==> src/rtl/display_pkg.sv <==
// Shared constants, state encoding and character codes for the display console writer.
package display_pkg;

    localparam int COLS = 80;
    localparam int ROWS = 30;

    localparam logic [6:0] COL_LAST = 7'(COLS - 1);
    localparam logic [4:0] ROW_LAST = 5'(ROWS - 1);

    localparam logic [6:0] CH_LF    = 7'h0A;
    localparam logic [6:0] CH_CR    = 7'h0D;
    localparam logic [6:0] CH_BS    = 7'h08;
    localparam logic [6:0] CH_FF    = 7'h0C;
    localparam logic [6:0] CH_HT    = 7'h09;
    localparam logic [6:0] CH_SPACE = 7'h20;

    typedef enum logic [1:0] {
        IDLE     = 2'd0,
        CLR_LINE = 2'd1,
        CLR_ALL  = 2'd2,
        TAB      = 2'd3
    } state_t;

    function automatic logic is_printable(input logic [6:0] c);
        return (c >= 7'h20) && (c != 7'h7F);
    endfunction

endpackage

==> src/rtl/display_console_ctrl_if.sv <==
// Character stream, buffer write port and cursor status of the display console writer.
interface display_console_ctrl_if;

    logic        char_valid;
    logic [6:0]  char_data;
    logic        char_ready;
    logic        buf_we;
    logic [11:0] buf_addr;
    logic [6:0]  buf_wdata;
    logic [6:0]  cursor_x;
    logic [4:0]  cursor_y;
    logic        busy;

    modport slave (
        input  char_valid, char_data,
        output char_ready, buf_we, buf_addr, buf_wdata, cursor_x, cursor_y, busy
    );

    modport master (
        output char_valid, char_data,
        input  char_ready, buf_we, buf_addr, buf_wdata, cursor_x, cursor_y, busy
    );

endinterface

==> src/rtl/display_addr_calc.sv <==
// Cell address row*80+col via shift-add; max result is 2399, so 12 bits never overflow.
module display_addr_calc (
    input  logic [6:0]  x,
    input  logic [4:0]  y,
    output logic [11:0] addr
);

    assign addr = {1'b0, y, 6'b0} + {3'b0, y, 4'b0} + {5'b0, x};

endmodule

==> src/rtl/display_console_ctrl.sv <==
// Terminal-style writer for the 80x30 display buffer: owns the cursor, sequences clears/BS.
// Define CONSOLE_TAB_EN to synthesise HT expansion (TAB state); otherwise HT is ignored.
//
//  state    | meaning
//  IDLE     | accepting characters, one per cycle
//  CLR_LINE | writing spaces across the cursor row, col counter 0..COLS-1
//  CLR_ALL  | writing spaces over the whole screen, row/col counters
//  TAB      | writing spaces from the cursor up to the next multiple of 8
module display_console_ctrl
    import display_pkg::*;
#(
    parameter bit CLEAR_ON_RESET = 1'b1
) (
    input  logic                  clk,
    input  logic                  reset,
    display_console_ctrl_if.slave con
);

    state_t      state_q, state_nxt;
    logic [6:0]  x_q, x_nxt, col_q, col_nxt;
    logic [4:0]  y_q, y_nxt, row_q, row_nxt;
    logic [4:0]  y_adv;
    logic        we_q, we_nxt, ready_q;
    logic [11:0] addr_q;
    logic [6:0]  wdata_q, wdata_nxt;
    logic [6:0]  calc_x;
    logic [4:0]  calc_y;
    logic [11:0] calc_addr;
    logic [6:0]  ch;

    assign ch    = con.char_data;
    assign y_adv = (y_q == ROW_LAST) ? 5'd0 : y_q + 5'd1;

    display_addr_calc u_addr_calc (
        .x    (calc_x),
        .y    (calc_y),
        .addr (calc_addr)
    );

    always_ff @(posedge clk) begin
        if (reset) begin
            state_q <= CLEAR_ON_RESET ? CLR_ALL : IDLE;
        end else begin
            state_q <= state_nxt;
        end
    end

    always_comb begin
        state_nxt = state_q;
        case (state_q)
            IDLE: begin
                if (con.char_valid) begin
                    if (is_printable(ch)) begin
                        if (x_q == COL_LAST) state_nxt = CLR_LINE;
                    end else if (ch == CH_LF) begin
                        state_nxt = CLR_LINE;
                    end else if (ch == CH_FF) begin
                        state_nxt = CLR_ALL;
`ifdef CONSOLE_TAB_EN
                    end else if (ch == CH_HT) begin
                        state_nxt = TAB;
`endif
                    end
                end
            end
            CLR_LINE: if (col_q == COL_LAST) state_nxt = IDLE;
            CLR_ALL:  if (col_q == COL_LAST && row_q == ROW_LAST) state_nxt = IDLE;
`ifdef CONSOLE_TAB_EN
            // Column 79 is also a tab stop boundary; the newline takes priority.
            TAB: begin
                if (x_q == COL_LAST)       state_nxt = CLR_LINE;
                else if (x_q[2:0] == 3'd7) state_nxt = IDLE;
            end
`endif
            default: state_nxt = IDLE;
        endcase
    end

    always_comb begin
        x_nxt     = x_q;
        y_nxt     = y_q;
        col_nxt   = col_q;
        row_nxt   = row_q;
        we_nxt    = 1'b0;
        wdata_nxt = CH_SPACE;
        calc_x    = x_q;
        calc_y    = y_q;
        case (state_q)
            IDLE: begin
                if (con.char_valid) begin
                    if (is_printable(ch)) begin
                        we_nxt    = 1'b1;
                        wdata_nxt = ch;
                        if (x_q == COL_LAST) begin
                            x_nxt   = 7'd0;
                            y_nxt   = y_adv;
                            col_nxt = 7'd0;
                        end else begin
                            x_nxt = x_q + 7'd1;
                        end
                    end else if (ch == CH_LF) begin
                        x_nxt   = 7'd0;
                        y_nxt   = y_adv;
                        col_nxt = 7'd0;
                    end else if (ch == CH_CR) begin
                        x_nxt = 7'd0;
                    end else if (ch == CH_BS) begin
                        if (x_q != 7'd0) begin
                            x_nxt  = x_q - 7'd1;
                            calc_x = x_q - 7'd1;
                            we_nxt = 1'b1;
                        end
                    end else if (ch == CH_FF) begin
                        col_nxt = 7'd0;
                        row_nxt = 5'd0;
                    end
                end
            end
            CLR_LINE: begin
                we_nxt  = 1'b1;
                calc_x  = col_q;
                col_nxt = (col_q == COL_LAST) ? 7'd0 : col_q + 7'd1;
            end
            CLR_ALL: begin
                we_nxt = 1'b1;
                calc_x = col_q;
                calc_y = row_q;
                if (col_q == COL_LAST) begin
                    col_nxt = 7'd0;
                    if (row_q == ROW_LAST) begin
                        row_nxt = 5'd0;
                        x_nxt   = 7'd0;
                        y_nxt   = 5'd0;
                    end else begin
                        row_nxt = row_q + 5'd1;
                    end
                end else begin
                    col_nxt = col_q + 7'd1;
                end
            end
`ifdef CONSOLE_TAB_EN
            TAB: begin
                we_nxt = 1'b1;
                if (x_q == COL_LAST) begin
                    x_nxt   = 7'd0;
                    y_nxt   = y_adv;
                    col_nxt = 7'd0;
                end else begin
                    x_nxt = x_q + 7'd1;
                end
            end
`endif
            default: ;
        endcase
    end

    // Address and data hold their last values between write pulses.
    always_ff @(posedge clk) begin
        if (reset) begin
            x_q     <= 7'd0;
            y_q     <= 5'd0;
            col_q   <= 7'd0;
            row_q   <= 5'd0;
            we_q    <= 1'b0;
            addr_q  <= 12'd0;
            wdata_q <= 7'd0;
            ready_q <= ~CLEAR_ON_RESET;
        end else begin
            x_q     <= x_nxt;
            y_q     <= y_nxt;
            col_q   <= col_nxt;
            row_q   <= row_nxt;
            we_q    <= we_nxt;
            ready_q <= (state_nxt == IDLE);
            if (we_nxt) begin
                addr_q  <= calc_addr;
                wdata_q <= wdata_nxt;
            end
        end
    end

    assign con.char_ready = ready_q;
    assign con.busy       = ~ready_q;
    assign con.buf_we     = we_q;
    assign con.buf_addr   = addr_q;
    assign con.buf_wdata  = wdata_q;
    assign con.cursor_x   = x_q;
    assign con.cursor_y   = y_q;

endmodule

==> src/flat_wrapper.sv <==
// flat-port wrapper written by rule: the top's interface ports become plain ports
module display_console_ctrl_flat import display_pkg::*;
#(
    parameter bit CLEAR_ON_RESET = 1'b1
)
  (clk, reset, con_char_valid, con_char_data, con_char_ready, con_buf_we, con_buf_addr, con_buf_wdata, con_cursor_x, con_cursor_y, con_busy);
  display_console_ctrl_if con_i ();
  input  logic clk;
  input  logic reset;
  input wire logic [$bits(con_i.char_valid)-1:0] con_char_valid;
  input wire logic [$bits(con_i.char_data)-1:0] con_char_data;
  output wire logic [$bits(con_i.char_ready)-1:0] con_char_ready;
  output wire logic [$bits(con_i.buf_we)-1:0] con_buf_we;
  output wire logic [$bits(con_i.buf_addr)-1:0] con_buf_addr;
  output wire logic [$bits(con_i.buf_wdata)-1:0] con_buf_wdata;
  output wire logic [$bits(con_i.cursor_x)-1:0] con_cursor_x;
  output wire logic [$bits(con_i.cursor_y)-1:0] con_cursor_y;
  output wire logic [$bits(con_i.busy)-1:0] con_busy;
  assign con_i.char_valid = con_char_valid;
  assign con_i.char_data = con_char_data;
  assign con_char_ready = con_i.char_ready;
  assign con_buf_we = con_i.buf_we;
  assign con_buf_addr = con_i.buf_addr;
  assign con_buf_wdata = con_i.buf_wdata;
  assign con_cursor_x = con_i.cursor_x;
  assign con_cursor_y = con_i.cursor_y;
  assign con_busy = con_i.busy;
  display_console_ctrl #(.CLEAR_ON_RESET(CLEAR_ON_RESET)) u_core (.clk(clk), .reset(reset), .con(con_i));
endmodule
==> config.mk <==
export PLATFORM = sky130hd
export DESIGN_NAME = display_console_ctrl_flat
export DESIGN_NICKNAME = d
export VERILOG_FILES = /design/src/rtl/display_pkg.sv /design/src/rtl/display_console_ctrl_if.sv /design/src/rtl/display_addr_calc.sv /design/src/rtl/display_console_ctrl.sv /design/src/flat_wrapper.sv
export SDC_FILE = /design/constraint.sdc
export NUM_CORES = 1
export LEC_CHECK = 0
export BUFFER_PORTS_ARGS = -buffer_cell sky130_fd_sc_hd__buf_2
export CAP_MARGIN = 20
export CORE_ASPECT_RATIO = 1.75
export CORE_MARGIN = 2
export CORE_UTILIZATION = 35
export CTS_CLUSTER_DIAMETER = 60
export CTS_CLUSTER_SIZE = 24
export DETAILED_ROUTE_END_ITERATION = 7
export GPL_ROUTABILITY_DRIVEN = 0
export PLACE_DENSITY = 0.58
export SLEW_MARGIN = 20
export SYNTH_ARGS = -nofsm -noshare
export SYNTH_HDL_FRONTEND = slang
export SYNTH_SLANG_ARGS = --single-unit
export TNS_END_PERCENT = 1
==> constraint.sdc <==
create_clock -name clk -period 5.9 [get_ports clk]
set_clock_uncertainty 0.1 [all_clocks]
set_input_delay 1.475 -clock clk [delete_from_list [all_inputs] [get_ports clk]]
set_output_delay 1.475 -clock clk [all_outputs]
set_load 0.005 [all_outputs]
## Yosys cells after proc, flatten, opt, wreduce, memory -nomap -nowiden

Index checks and enable logic that the tools add are counted.

| storage, ports and cells | value |
|---|---|
| latch bits | 0 |
| flip-flop bits (word level) | 47 |
| memories kept | 0 |
| word-level logic and storage cells | 114 |
| input port bits | 10 |
| memory bits (read-only) | 0 |
| RAM bits | 0 |

| operators by class | value |
|---|---|
| $add $sub $neg | 7 |
| reductions and logical operators | 12 |
| divide/modulo/power cells | 0 |
| order comparisons | 1 |
| $mul | 0 |
| bitwise operators | 1 |
| muxes and demuxes | 60 |
| shift-type cells | 0 |
| equal/unequal tests | 24 |

Operators by type and width:

| cell | count |
|---|---|
| 7-bit two-way mux | 24 |
| 5-bit two-way mux | 16 |
| 7-bit one-hot mux with 2 select lines | 3 |
| 7-bit by 4-bit equality test with 1-bit output, second input constant | 4 |
| 5-bit one-hot mux with 2 select lines | 2 |
| 7-bit by 1-bit adder with 7-bit output, second input constant | 2 |
| 7-bit equality test, second input constant | 2 |
| 2-bit two-way mux | 7 |
| 11-bit by 9-bit adder with 12-bit output | 1 |
| 12-bit by 7-bit adder with 12-bit output | 1 |
| 6-bit AND reduction | 2 |
| 5-bit by 1-bit adder with 5-bit output, second input constant | 2 |
| 5-bit equality test, second input constant | 2 |
| 2-bit != test, second input constant | 5 |
| 4-bit by 2-bit != test with 1-bit output, second input constant | 2 |
| 8-bit AND reduction | 1 |
| 7-bit by 6-bit >= comparator with 1-bit output, second input constant | 1 |
| 7-bit != test, second input constant | 1 |
| 7-bit nonzero test | 1 |
| 7-bit by 1-bit subtractor with 7-bit output, second input constant | 1 |
| 1-bit two-way mux | 6 |
| 2-bit by 1-bit != test with 1-bit output, second input constant | 3 |
| 2-bit one-hot mux with 3 select lines | 1 |
| 2-bit logical NOT | 2 |
| other kinds (11) | 13 |

## Depth between registers and ports, before layout

| depth | value |
|---|---|
| word-level depth | 9 |
| depth in mapped cells | 16 |
| depth with buffers taken out | 15 |

## Modules after synthesis

Synthesis repeated with hierarchy kept, for this count alone.

| second synthesis, totals | value |
|---|---|
| cells, all modules | 442 |
| area, all modules | 3473.3 sq um |

Modules (own cells, without submodules):

| module | times used | area each (sq um) | cells each |
|---|---|---|---|
| display_console_ctrl | 1 | 3143.0 | 402 |
| display_addr_calc | 1 | 330.3 | 40 |

## Worst setup path after synthesis

No wires, ideal clock.

| path | value |
|---|---|
| path type | input to register |
| start | input con_char_data[2] |
| end | register u_core.addr_q[11], in the netlist u_core.con.buf_addr[11] |
| stages on the path | 15 |
| arrival time | 4579 ps |
| setup slack | 1088 ps |
| library setup time | 132 ps |
| cell sequence | clkbuf_1 and3_1 a21o_1 clkbuf_1 nand3_1 a21o_1 a221o_1 ha_1 ha_1 fa_1 a21o_1 a21oi_1 nor2b_1 o211ai_1 a21oi_1 |

| between the ends | value |
|---|---|
| longest elaborated chain between the ends | 8 |

RTL lines:

| item | RTL line | source |
|---|---|---|
| from (decl) | flat_wrapper.sv:11 | `input wire logic [$bits(con_i.char_data)-1:0] con_char_data;` |
| 7-bit by 4-bit equality test with 1-bit output | display_console_ctrl.sv:107 | `end else if (ch == CH_BS) begin` |
| 7-bit two-way mux | - |  |
| 7-bit two-way mux | display_console_ctrl.sv:105 | `end else if (ch == CH_CR) begin` |
| 7-bit two-way mux | display_console_ctrl.sv:101 | `end else if (ch == CH_LF) begin` |
| 7-bit two-way mux | display_console_ctrl.sv:91 | `if (is_printable(ch)) begin` |
| 7-bit two-way mux | display_console_ctrl.sv:90 | `if (con.char_valid) begin` |
| 7-bit one-hot mux with 2 select lines | display_console_ctrl.sv:88 | `case (state_q)` |
| 12-bit by 7-bit adder with 12-bit output | display_addr_calc.sv:8 | `assign addr = {1'b0, y, 6'b0} + {3'b0, y, 4'b0} + {5'b0, x};` |
| to (signal assigned) | display_console_ctrl.sv:176 | `addr_q <= calc_addr;` |
| to (decl) | display_console_ctrl.sv:24 | `logic [11:0] addr_q;` |

Parallel ways exist; a longest one is shown, timed or not.
A chain may end at the register's enable or synchronous reset.

## Worst setup path in the final report

| path | value |
|---|---|
| start | input con_char_data[4] |
| end | register u_core.addr_q[11], in the netlist u_core.con.buf_addr[11] |

Same word-level chain as after synthesis.

==> metrics.csv <==
stage,metric,value,unit
worst_setup_path,endpoint_kind,register,
worst_setup_path,path_max_fanout,11,
drt,first_iter_violations,178,
drt,dr.pass1.iters,4,
sta,period_minus_slack,4860,ps
synth,synth_area,3170,um^2
drt,post-route-drc-count,0,
power,power_density,216,nW/um^2
sta,relSlewSlack,0.375,
floorplanning,die_height,130,um
floorplanning,dieArea,9850,um^2
place,post-dp-hpwl,7240,um
sta,rsz0062_at_grt,false,
synth,ys_seq_elements,47,
clock_tree,clockBufferDepth,2,
drt,drtAntennaViolNets,0,
min_path,worstHoldPathType,register to register,
layout,nets,451,
synth,synth_top_area_share,0.297,
synth,yosysWarnings,0,
sta,drv_slew,0,
power,p_leak,0.00154,uW
global_route,track_usage,0.197,
power,ir_worst_vdd,124,uV
global_route,grt_overflow,0,
layout,antennaDiodeCount,0,
sta,setup_viol,0,
worst_setup_path,required,5940,ps
synth,seq_area_frac_synth,0.297,
drt,drt-wirelength-per-cell,18.0,um
synth,synthTopCellsByArea,"dfxtp_1 30%, ha_1 7.9%, a21oi_1 5.1%, nand3_1 3.8%, nand2_1 3.4%",
clock_tree,cts-root-buf,clkbuf_16,
sta,tightest_slew,935,ps
drt,avgViaCountPerCell,5.94,
sta,max_freq,206,MHz
clock_tree,cts_tree,done,
layout,area_delta_synth_final,13.6,%
synth,synthMostInstantiatedCell,dfxtp_1,
sta,setup_tns,0,ps
synth,synth_nets,423,
global_route,grt_max_degree,44,
synth,synthFlopType,dfxtp_1,
sta,hold_violations,0,
global_route,grt_pass1_vias,3069,
sta,setup_ws,1040,ps
clock_tree,cts-htree-levels,2,
clock_tree,clk_latency,290,ps
layout,stdcell_count,537,
place,numPortBuffers,43,
flow_run,max_cap_viol_count,0,
global_route,grt_util_met1,0.212,
outcome,status,finished clean,
sta,period_share,0.824,
worst_setup_path,crit_type,input port to register,
synth,syn_inst,391,
place,place_ws,856,ps
global_route,grt_use_met2,0.350,
synth,synth_cell_types,66,
clock_tree,cts_setup_buffers,0,
floorplanning,coreArea,8730,um^2
layout,fillCellCount,901,
floorplanning,start_util,0.363,
drt,routed-via-count,3191,
floorplanning,die_width,75.9,um
floorplanning,io-pin-count,44,
global_route,antenna_found_initial,0,
synth,syn_area_per_cell,8.10,um^2
global_route,grt.busiest_layer,met2,
global_route,grt_use_met3,0.0277,
clock_tree,cts-buffers-inserted,5,
clock_tree,post_cts_resized,0,
place,dp.cells,529,
layout,postLayoutCellArea,3600,um^2
clock_tree,hold_buffers,0,
synth,synth_enable_flop_cells,0,
drt,drt-total-wl,9660,um
clock_tree,cts_sinks,47,
global_route,grt_pass1_wl,15300,um
worst_setup_path,cp_data_arrival_time,4910,ps
place,place_area,3440,um^2
worst_setup_path,start_kind,input port,
synth,synth_top_area_cell,dfxtp_1,
synth,synth_common_cells,"47 x dfxtp_1, 32 x a21oi_1, 29 x nand2_1",
floorplanning,rows,45,
layout,drive_gt1_frac,0.150,
synth,synth-async-reset-ratio,0,
clock_tree,clk_pin_slew_worst_paths,70,ps
[cells by family after synthesis]
family / count (synthesis) / share of synthesized area
buf+inv: 37 / 0.0466
compound gates: 117 / 0.257
fa+ha+maj: 22 / 0.0917
xor+xnor: 11 / 0.0304
mux: 6 / 0.0205
simple gates: 151 / 0.256
flops: 47 / 0.297
[cell type report]
cell class | count | area [um^2] | area share
Multi-Input combinational cell | 307 | 2090 | 0.580
Clock buffer | 5 | 125 | 0.0348
Timing Repair Buffer | 45 | 230 | 0.0640
Tap cell | 117 | 146 | 0.0407
Inverter | 13 | 48.8 | 0.0136
Clock inverter | 3 | 20.0 | 0.00556
Sequential cell | 47 | 941 | 0.261
[path summary, 6_finish.rpt]
kind / startpoint / to / slack (ps) / cells past startpoint
setup / recovery: con_char_data[4] / u_core.con.buf_addr[11] / 1040 / 15
hold / removal: u_core.con.buf_addr[6] / u_core.con.buf_addr[6] / 350 / 2
setup reg to reg: u_core.state_q[1] / u_core.con.buf_addr[11] / 1770 / 14
hold reg to reg: u_core.con.buf_addr[6] / u_core.con.buf_addr[6] / 350 / 2
[power by group]
part           total [uW]  internal, uW  switching, uW
sequential            345           332           13.7
combinational         142          47.8           94.0
clock                 289           157            133
total                 777           536            241
[worst max-delay path: stages]
cell and delay [ps]:
buf_2 120, nor4b_1 490, buf_4 260, o21ai_0 200, nand3_1 230, and3b_1 200, a221o_1 280, ha_1 280
ha_1 240, fa_1 410, a21o_1 180, a21oi_1 230, nor2b_1 70, o211ai_1 160, a21oi_1 80
[placed cells by master, fill, tap and decap left out, drive strengths merged, types with 13 or more instances in the layout]
cell   instances
o21ai         17
nor2          22
nor3          17
nand2         29
a21oi         32
buf           45
dfxtp         47
nand3         24
ha            20
inv           13
[through the flow]
step,hold WS [ps],utilization,total power [uW]
after global placement,339,0.395,489
after CTS,357,0.411,782
after floorplan,348,-,444
final,354,0.412,777
after detailed placement,347,0.395,492
after global routing,372,0.412,815
[registers in the layout, indices dropped and copies added (netlist names)]
name	count
u_core.col_q	7
u_core.con.buf_addr	12
u_core.con.buf_wdata	7
u_core.con.buf_we	1
u_core.con.char_ready	1
u_core.con.cursor_x	7
u_core.con.cursor_y	5
u_core.row_q	5
u_core.state_q	2
[metal layers]
layer | wire [um] | share of wire
met5 | 0 | 0
met4 | 577 | 0.060
met3 | 383 | 0.040
met2 | 4950 | 0.51
met1 | 3750 | 0.39
(Power assumes the default switching activity.)
